$ cat src/rtl/bod_pkg.sv
// bod_pkg: state encoding and shared defaults for the brownout sample sequencer
package bod_pkg;
  localparam int STATE_W = 3;
  localparam int ADC_W_DEF = 20;
  typedef enum logic [STATE_W-1:0] {
    S_IDLE      = 3'd0,
    S_WAIT_TICK = 3'd1,
    S_CONVERT   = 3'd2,
    S_EVAL      = 3'd3,
    S_TRIPPED   = 3'd4,
    S_HOLDOFF   = 3'd5
  } state_t;
endpackage

$ cat src/rtl/bod_tick_gen.sv
// bod_tick_gen: divider counting 0..N-1 with synchronous clear, flags the terminal count
// Ports: clk, rst_n (async active-low), clr (restart at 0), en (count), tc (terminal count, suppressed by clr)
module bod_tick_gen #(
  parameter int N = 8
) (
  input  logic clk,
  input  logic rst_n,
  input  logic clr,
  input  logic en,
  output logic tc
);
  localparam int CW = N > 1 ? $clog2(N) : 1;
  localparam logic [CW-1:0] LAST = CW'(N - 1);
  logic [CW-1:0] cnt;
  assign tc = en && !clr && cnt == LAST;
  always_ff @(posedge clk or negedge rst_n)
    if (!rst_n) cnt <= '0;
    else if (clr) cnt <= '0;
    else if (en) cnt <= tc ? '0 : cnt + 1'b1;
endmodule

$ cat src/rtl/bod_sample_sequencer.sv
// bod_sample_sequencer: paces ADC sampling, debounces brownout verdicts, drives shutdown/recovery
// Ports: clk, rst_n (async active-low), enable; adc_start/adc_done/adc_data ADC handshake;
//   sample_strobe/sample_data to the rate calculator; rate_brownout, bod_warn, bod_crit verdicts;
//   err_clr, shutdown_req, adc_err (sticky timeout), state (FSM encoding).
// Optional BOD_EVENT_LOG_EN adds trip_count (saturating trip counter) and trip_sample (sample at trip).
module bod_sample_sequencer
  import bod_pkg::*;
#(
  parameter int SAMPLE_DIV  = 1000,
  parameter int ADC_W       = ADC_W_DEF,
  parameter int DEBOUNCE    = 3,
  parameter int HOLDOFF     = 4096,
  parameter int ADC_TIMEOUT = 64
) (
  input  logic               clk,
  input  logic               rst_n,
  input  logic               enable,
  output logic               adc_start,
  input  logic               adc_done,
  input  logic [ADC_W-1:0]   adc_data,
  output logic               sample_strobe,
  output logic [ADC_W-1:0]   sample_data,
  input  logic               rate_brownout,
  input  logic               bod_warn,
  input  logic               bod_crit,
  input  logic               err_clr,
  output logic               shutdown_req,
  output logic               adc_err,
  output logic [STATE_W-1:0] state
`ifdef BOD_EVENT_LOG_EN
  ,
  output logic [7:0]         trip_count,
  output logic [ADC_W-1:0]   trip_sample
`endif
);
  localparam int TW = $clog2(DEBOUNCE + 1);
  localparam logic [TW-1:0] TRIP_LAST = TW'(DEBOUNCE - 1);
  state_t st;
  logic [TW-1:0] trip_cnt;
  logic active, tick, to_tc, ho_tc, trip_now, timeout;
  assign state = st;
  // The debounce trip is the verdict that would take trip_cnt to DEBOUNCE; enable=0 outranks it, bod_crit does not.
  always_comb begin
    active = st == S_WAIT_TICK || st == S_CONVERT || st == S_EVAL;
    trip_now = active && (bod_crit || (enable && st == S_EVAL && rate_brownout && trip_cnt >= TRIP_LAST));
    timeout = enable && !bod_crit && st == S_CONVERT && to_tc;
  end
  // Sample divider free-runs while sampling so the period is independent of conversion latency.
  bod_tick_gen #(.N(SAMPLE_DIV)) u_div (
    .clk(clk), .rst_n(rst_n), .clr(!active), .en(1'b1), .tc(tick)
  );
  bod_tick_gen #(.N(ADC_TIMEOUT)) u_timeout (
    .clk(clk), .rst_n(rst_n), .clr(st != S_CONVERT || adc_done || sample_strobe), .en(1'b1), .tc(to_tc)
  );
  bod_tick_gen #(.N(HOLDOFF)) u_holdoff (
    .clk(clk), .rst_n(rst_n), .clr(st != S_HOLDOFF || bod_warn || bod_crit), .en(1'b1), .tc(ho_tc)
  );
  // CONVERT is held through the strobe cycle so that EVAL lines up with rate_brownout.
  always_ff @(posedge clk or negedge rst_n)
    if (!rst_n) begin
      st <= S_IDLE;
      adc_start <= 1'b0;
      sample_strobe <= 1'b0;
      sample_data <= '0;
      shutdown_req <= 1'b0;
      adc_err <= 1'b0;
      trip_cnt <= '0;
    end else begin
      adc_start <= 1'b0;
      sample_strobe <= 1'b0;
      adc_err <= timeout || (adc_err && !err_clr);
      if (trip_now) begin
        st <= S_TRIPPED;
        shutdown_req <= 1'b1;
      end else if (active && !enable) begin
        st <= S_IDLE;
        trip_cnt <= '0;
      end else
        case (st)
          S_IDLE: if (enable) st <= S_WAIT_TICK;
          S_WAIT_TICK:
            if (tick) begin
              adc_start <= 1'b1;
              st <= S_CONVERT;
            end
          S_CONVERT:
            if (sample_strobe) st <= S_EVAL;
            else if (adc_done) begin
              sample_data <= adc_data;
              sample_strobe <= 1'b1;
            end else if (to_tc) st <= S_WAIT_TICK;
          S_EVAL: begin
            trip_cnt <= rate_brownout ? trip_cnt + 1'b1 : '0;
            st <= S_WAIT_TICK;
          end
          S_TRIPPED: if (!bod_warn && !bod_crit) st <= S_HOLDOFF;
          S_HOLDOFF:
            if (ho_tc) begin
              shutdown_req <= 1'b0;
              trip_cnt <= '0;
              st <= enable ? S_WAIT_TICK : S_IDLE;
            end
          default: begin
            st <= S_IDLE;
            shutdown_req <= 1'b0;
          end
        endcase
    end
`ifdef BOD_EVENT_LOG_EN
  always_ff @(posedge clk or negedge rst_n)
    if (!rst_n) begin
      trip_count <= '0;
      trip_sample <= '0;
    end else if (trip_now) begin
      trip_count <= trip_count == 8'hFF ? trip_count : trip_count + 1'b1;
      trip_sample <= sample_data;
    end
`endif
endmodule
$ cat config.mk
export PLATFORM = sky130hd
export DESIGN_NAME = bod_sample_sequencer
export DESIGN_NICKNAME = d
export VERILOG_FILES = /design/src/rtl/bod_pkg.sv /design/src/rtl/bod_tick_gen.sv /design/src/rtl/bod_sample_sequencer.sv
export SDC_FILE = /design/constraint.sdc
export NUM_CORES = 1
export LEC_CHECK = 0
export CORE_MARGIN = 2
export CORE_UTILIZATION = 44
export DETAILED_ROUTE_END_ITERATION = 10
export PLACE_DENSITY_LB_ADDON = 0.3
export SYNTH_ARGS = -nofsm -noshare
export SYNTH_HDL_FRONTEND = slang
export SYNTH_HIERARCHICAL = 1
export SYNTH_SLANG_ARGS = --single-unit
$ cat constraint.sdc
create_clock -name clk -period 3.2 [get_ports clk]
set_input_delay 0.48 -clock clk [delete_from_list [all_inputs] [get_ports clk]]
set_output_delay 0.48 -clock clk [all_outputs]
set_load 0.005 [all_outputs]
==> results of run 1 <==
-- metrics by stage --
step                      setup WS (ns)  cell area (um^2)  hold slack [ns]  std cells   util
after floorplan                    1.03              2970            0.184        282      -
after global placement            0.729              3570            0.394        406  0.556
after detailed placement          0.618              3570            0.393        406  0.556
after CTS                         0.666              3810           0.0311        422  0.594
after global routing              0.481              3810           0.0477        422  0.594
final                             0.627              3810           0.0277        422  0.594
-- state kept, by name, summed over array words and instances (netlist names) --
name / count
u_timeout/cnt: 6
adc_err: 1
sample_data: 20
trip_cnt: 2
u_holdoff/cnt: 12
sample_strobe: 1
shutdown_req: 1
state: 3
u_div/cnt: 10
adc_start: 1
-- report_power, final --
group          leakage [nW]  switching [W]  internal (W)
sequential            0.786      0.0000491      0.000751
combinational         0.740       0.000117      0.000131
clock                 0.120       0.000294      0.000537
total                  1.65       0.000461       0.00142
-- layer usage --
metal / vias to the layer above / wire length (um) / share of wire / track usage
met5: - / 0 / 0 / 0
li1: 1116 / - / - / -
met3: 8 / 236 / 0.038 / 0.0385
met4: 0 / 106 / 0.017 / 0.0866
met2: 48 / 2960 / 0.47 / 0.302
met1: 1079 / 2970 / 0.47 / 0.242
-- final cells by class --
cell class | count | area (um^2) | share of cell area
clock buffers | 11 | 141 | 0.0371
clock inverters | 5 | 103 | 0.0269
inverters | 8 | 30.0 | 0.00788
multi-input cells | 207 | 1460 | 0.382
flip-flops and latches | 57 | 1430 | 0.374
well taps | 77 | 96.3 | 0.0253
repair buffers | 57 | 558 | 0.146
-- synthesized netlist by cell type, types with 5 or more instances --
library cell / count
nor3_1: 5
mux2_4: 19
dfrtp_1: 57
a21oi_1: 13
inv_1: 7
nor2_1: 23
nand4_1: 7
clkbuf_1: 5
a31oi_1: 7
xor2_1: 6
nand3_1: 14
nand2_1: 21
or3_1: 6
nand2b_1: 8
-- cell families after synthesis --
group / count (synthesis)
and+or+nand+nor: 117
DFF: 57
AOI/OAI and AO/OA: 45
muxes: 24
buffers and inverters: 18
xor gates and xnor gates: 8
adders and majority gates: 4
other: 1
-- worst reg2reg max path, stage by stage, from the launching register on --
cell,delay (ns)
dfrtp_1,0.42
ha_1,0.21
nand4_1,0.23
nor3_1,0.31
nor3b_1,0.40
a31oi_1,0.17
a211oi_2,0.34
mux2_2,0.38
-- how the worst max path moves through the flow --
stage	start	end	slack, ns	cells after the start
after floorplan	u_holdoff/cnt[0]	trip_cnt[0]	1.03	7
after global placement	bod_crit	trip_cnt[0]	0.73	7
after detailed placement	bod_crit	trip_cnt[1]	0.62	7
after CTS	u_holdoff/cnt[0]	trip_cnt[1]	0.67	7
after global routing	u_holdoff/cnt[0]	trip_cnt[1]	0.48	7
final	u_holdoff/cnt[0]	trip_cnt[1]	0.63	7
==> impl_metrics.toml, run 1 <==
[yosys]
yosys-top-cells-area = "dfrtp_1 48%, mux2_4 9.7%, nor2_1 2.9%, nand2_1 2.7%, nand3_1 2.4%"
avgSynthCellArea_um2 = 10.7
synth_seq_cells = 57
synth_xor_area_frac = 0.0238
ys.flop_type = "dfrtp_1"
synthMuxAreaShare = 0.115
synth-compound-area-share = 0.0995
synth-simple-area-share = 0.228
seq_area_frac_synth = 0.485
yosys.area.top_type = "dfrtp_1"
synth-edff-count = 0
ys_async_sr_fraction = 1.00
syn_inst = 274
netlist.area_leader.share = 0.485
synth_cell_types = 61
syn_area_mm2 = 0.00294
yosysWarnings = 6
synthAdderAreaFrac = 0.0170
synth_top_family_by_area = "simple AND/OR/NAND/NOR gates"

[floorplan]
die_h_um = 85.8
core_mm2 = 0.00642
dieArea_mm2 = 0.00736
rows = 29
io_pins = 55
die_w_um = 85.8
initial_core_util = 0.458

[timing]
hold_violations = 0
setup_violations = 0
fmax_mhz = 389
rsz0062_at_grt = "no"
tightest_slew_ns = 0.470
fin_crit_sh = 0.804
slew_viol_final = 0
setup_tns_ns = 0
finClkSkew_ns = 0.00848
slew_headroom = 0.679
period_needed_ns = 2.57

[global_routing]
grt_pass1_vias = 2345
overflow = 0
grt_use_total = 0.187
grt_max_degree = 25
antenna_found_initial = 0
grt_pass1_wl_um = 10800

[detailed_routing]
drc = 2
dr.pass1.iters = 7
num_vias = 2251
avgViaCountPerCell = 5.33
wl_um = 6270
ant_nets = 0
wire_per_inst_um = 14.9
drt_first_iter_violations = 124

[layout]
final_cell_mix = "57 x dfrtp_1, 53 x clkdlybuf4s50_1, 23 x nor2_1, 21 x nand2_1, 19 x mux2_4"
num-fill-cells = 536
syn_to_final_growth_pct = 29.5
fin_nets = 372
n_antenna_cell = 0
layout_commonest_cell = "dfrtp_1"
drive_gt1_frac = 0.151

[setup_path]
max_stage_delay_ns = 0.42
cp.arrival_ns = 2.79
path_max_fanout = 6
reg2reg_from = "u_holdoff/cnt[0]"
critPathSlowestCell = "dfrtp_1"
reg2reg_depth = 7
crit_buf_inv = 0
critPathKind = "register to register"
critical_path.startpoint_type = "register"
r2r_setup_slack_ns = 0.63
rr_endpoint = "trip_cnt[1]"
crit_chain = "ha_1, nand4_1, nor3_1, nor3b_1, a31oi_1, a211oi_2, mux2_2"
cp.required_ns = 3.41
path_delay_family = "simple AND/OR/NAND/NOR gates"
endpoint_kind = "register"

[clocking]
htree_levels = 3
clk_latency_ns = 0.34
cts-root-buf = "clkbuf_8"
postCtsSetupBuffers = 0
cts_num_sinks = 57
hold_buffers = 0
numCtsBuffers = 9
clockBufferDepth = 2
ctsResizeCount = 0
cts_tree = "built"
path_clk_slew_ns = 0.07

[outcome]
status = "finished with violations"
violations = "design-rule violations"

[flow_run]
maxCapViolCount = 0

[placement]
port_buffers = 54
gp_congestion = 0.788
hpwlAfterDp_um = 4390

[pwr]
power_w = 0.00188
power_leakage_nw = 1.65
power.density_mw_per_mm2 = 493
irDropWorstVdd_uv = 243

[hold_path]
min_path_type = "primary input to asynchronous set/reset pin"
Power figures use the tool's default switching activity.
==> inputs of run 2 (changes only) <==
Clock period 3.2 ns to 2.7 ns, I/O delays scaled along.
==> impl_metrics.toml, run 2 (synthesized netlist as in run 1, its figures left out) <==
[outcome]
status = "finished with violations"
violations = "design-rule violations"

[setup_path]
r2r_setup_slack_ns = 0.31
crit_buf_inv = 0
reg2reg_depth = 7
critical_path.startpoint_type = "register"
rr_endpoint = "trip_cnt[1]"
path_max_fanout = 6
reg2reg_from = "u_holdoff/cnt[0]"
cp.arrival_ns = 2.61
crit_chain = "ha_1, nand4_1, nor3_1, nor3b_2, a31oi_1, a211oi_2, mux2_2"
critPathSlowestCell = "dfrtp_1"
critPathKind = "register to register"
endpoint_kind = "register"
path_delay_family = "simple AND/OR/NAND/NOR gates"
max_stage_delay_ns = 0.42
cp.required_ns = 2.91

[timing]
rsz0062_at_grt = "no"
setup_tns_ns = 0
finClkSkew_ns = 0.00950
fmax_mhz = 418
slew_viol_final = 0
period_needed_ns = 2.39
fin_crit_sh = 0.885
setup_violations = 0
holdWs_ns = 0.415
hold_violations = 0

[detailed_routing]
ant_nets = 0
wire_per_inst_um = 14.1
drc = 2
drt_first_iter_violations = 98
wl_um = 5950
dr.pass1.iters = 7
num_vias = 2260
avgViaCountPerCell = 5.34

[floorplan]
die_w_um = 85.8
dieArea_mm2 = 0.00736
initial_core_util = 0.458
die_h_um = 85.8
io_pins = 55
core_mm2 = 0.00642
rows = 29

[global_routing]
overflow = 0
antenna_found_initial = 0
grt_max_degree = 55
grt_use_total = 0.179
grt_pass1_wl_um = 10500
grt_pass1_vias = 2282

[clocking]
clk_latency_ns = 0.33
numCtsBuffers = 9
clockBufferDepth = 2
htree_levels = 3
cts_num_sinks = 57
path_clk_slew_ns = 0.07
postCtsSetupBuffers = 0
cts_tree = "built"
cts-root-buf = "clkbuf_8"

[layout]
final_cells = 423
regMostFlops = "sample_data"
regArea_mm2 = 0.00143
final_cell_mix = "57 x dfrtp_1, 53 x clkdlybuf4s50_1, 23 x nor2_1, 21 x nand2_1, 19 x mux2_4"
n_antenna_cell = 0
fin_nets = 373
top_regs = "sample_data (20), u_holdoff/cnt (12), u_div/cnt (10)"
multiInputGateArea_mm2 = 0.00146
drive_gt1_frac = 0.156
layout_commonest_cell = "dfrtp_1"
num-fill-cells = 536
largest_reg_flops = 20
syn_to_final_growth_pct = 30.7

[flow_run]
maxCapViolCount = 0

[pwr]
p_comb_frac = 0.131
power_w = 0.00223
power_leakage_nw = 1.65
switching_share = 0.242
switchingPower_w = 0.000539
power.density_mw_per_mm2 = 579
internal_power_w = 0.00169
p_clk_frac = 0.444
seq_power_share = 0.425
irDropWorstVdd_uv = 278

[placement]
hpwlAfterDp_um = 4210
dpl.cell_count = 406
port_buffers = 54
gp_congestion = 0.773

[hold_path]
min_path_type = "primary input to asynchronous set/reset pin"
## run 2: changes by cell type in the layout (fill, tap and decap cells not counted), sizes merged
cell	change
clkinv	-1
dlygate4sd3	+1
clkinvlp	+1
inv	+1
clkbuf	-1
## run 2: how the worst max path moves through the flow
stage / cells past startpoint / slack [ns] / start / end
3_3_place_gp: 7 / 0.28 / bod_crit / trip_cnt[0]
3_5_place_dp: 7 / 0.22 / bod_crit / trip_cnt[1]
6_report: 7 / 0.31 / u_holdoff/cnt[0] / trip_cnt[1]
2_1_floorplan: 7 / 0.53 / u_holdoff/cnt[0] / trip_cnt[0]
5_1_grt: 7 / 0.11 / u_holdoff/cnt[0] / trip_cnt[1]
4_1_cts: 7 / 0.19 / u_holdoff/cnt[0] / trip_cnt[1]
## run 2: power by group through the flow
| stage | registers [W] | clock network, W | logic, W |
|---|---|---|---|
| floorplan | 0.000933 | 0 | 0.000182 |
| global placement | 0.000962 | 0 | 0.000283 |
| detailed placement | 0.000963 | 0 | 0.000290 |
| CTS | 0.000947 | 0.00102 | 0.000292 |
| global route | 0.000956 | 0.00105 | 0.000327 |
| finish | 0.000946 | 0.000990 | 0.000291 |
## run 2: timing repair
item	CTS	global route
hold buffers	1	0
hold endpoints to repair	3	0
resized for setup	0	1
setup endpoints to repair	0	2
## run 2: layer usage
metal / vias up / share of wire / global-route usage
li1: 1118 / - / -
met3: 4 / 0.057 / 0.0520
met2: 52 / 0.47 / 0.277
met4: 0 / 0.0057 / 0.0606
met5: - / 0 / 0
met1: 1086 / 0.46 / 0.243
## run 2: cell type report
| cell class | instances | area share |
|---|---|---|
| Sequential cell | 57 | 0.371 |
| Clock buffer | 10 | 0.0358 |
| Multi-Input combinational cell | 207 | 0.380 |
| Clock inverter | 6 | 0.0296 |
| Inverter | 8 | 0.00780 |
| Tap cell | 77 | 0.0250 |
| Timing Repair Buffer | 58 | 0.151 |
## run 2: worst register-to-register path: stages, from the launching register on
cell,delay [ns]
dfrtp_1,0.42
ha_1,0.21
nand4_1,0.21
nor3_1,0.29
nor3b_2,0.31
a31oi_1,0.14
a211oi_2,0.31
mux2_2,0.37
## run 2: per-stage QoR
step	setup WS, ns	instance area (um^2)	utilization
finish	0.310	3850	0.599
global route	0.108	3850	0.599
CTS	0.192	3840	0.598
detailed placement	0.217	3580	0.558
global placement	0.275	3580	0.558
floorplan	0.531	2970	-
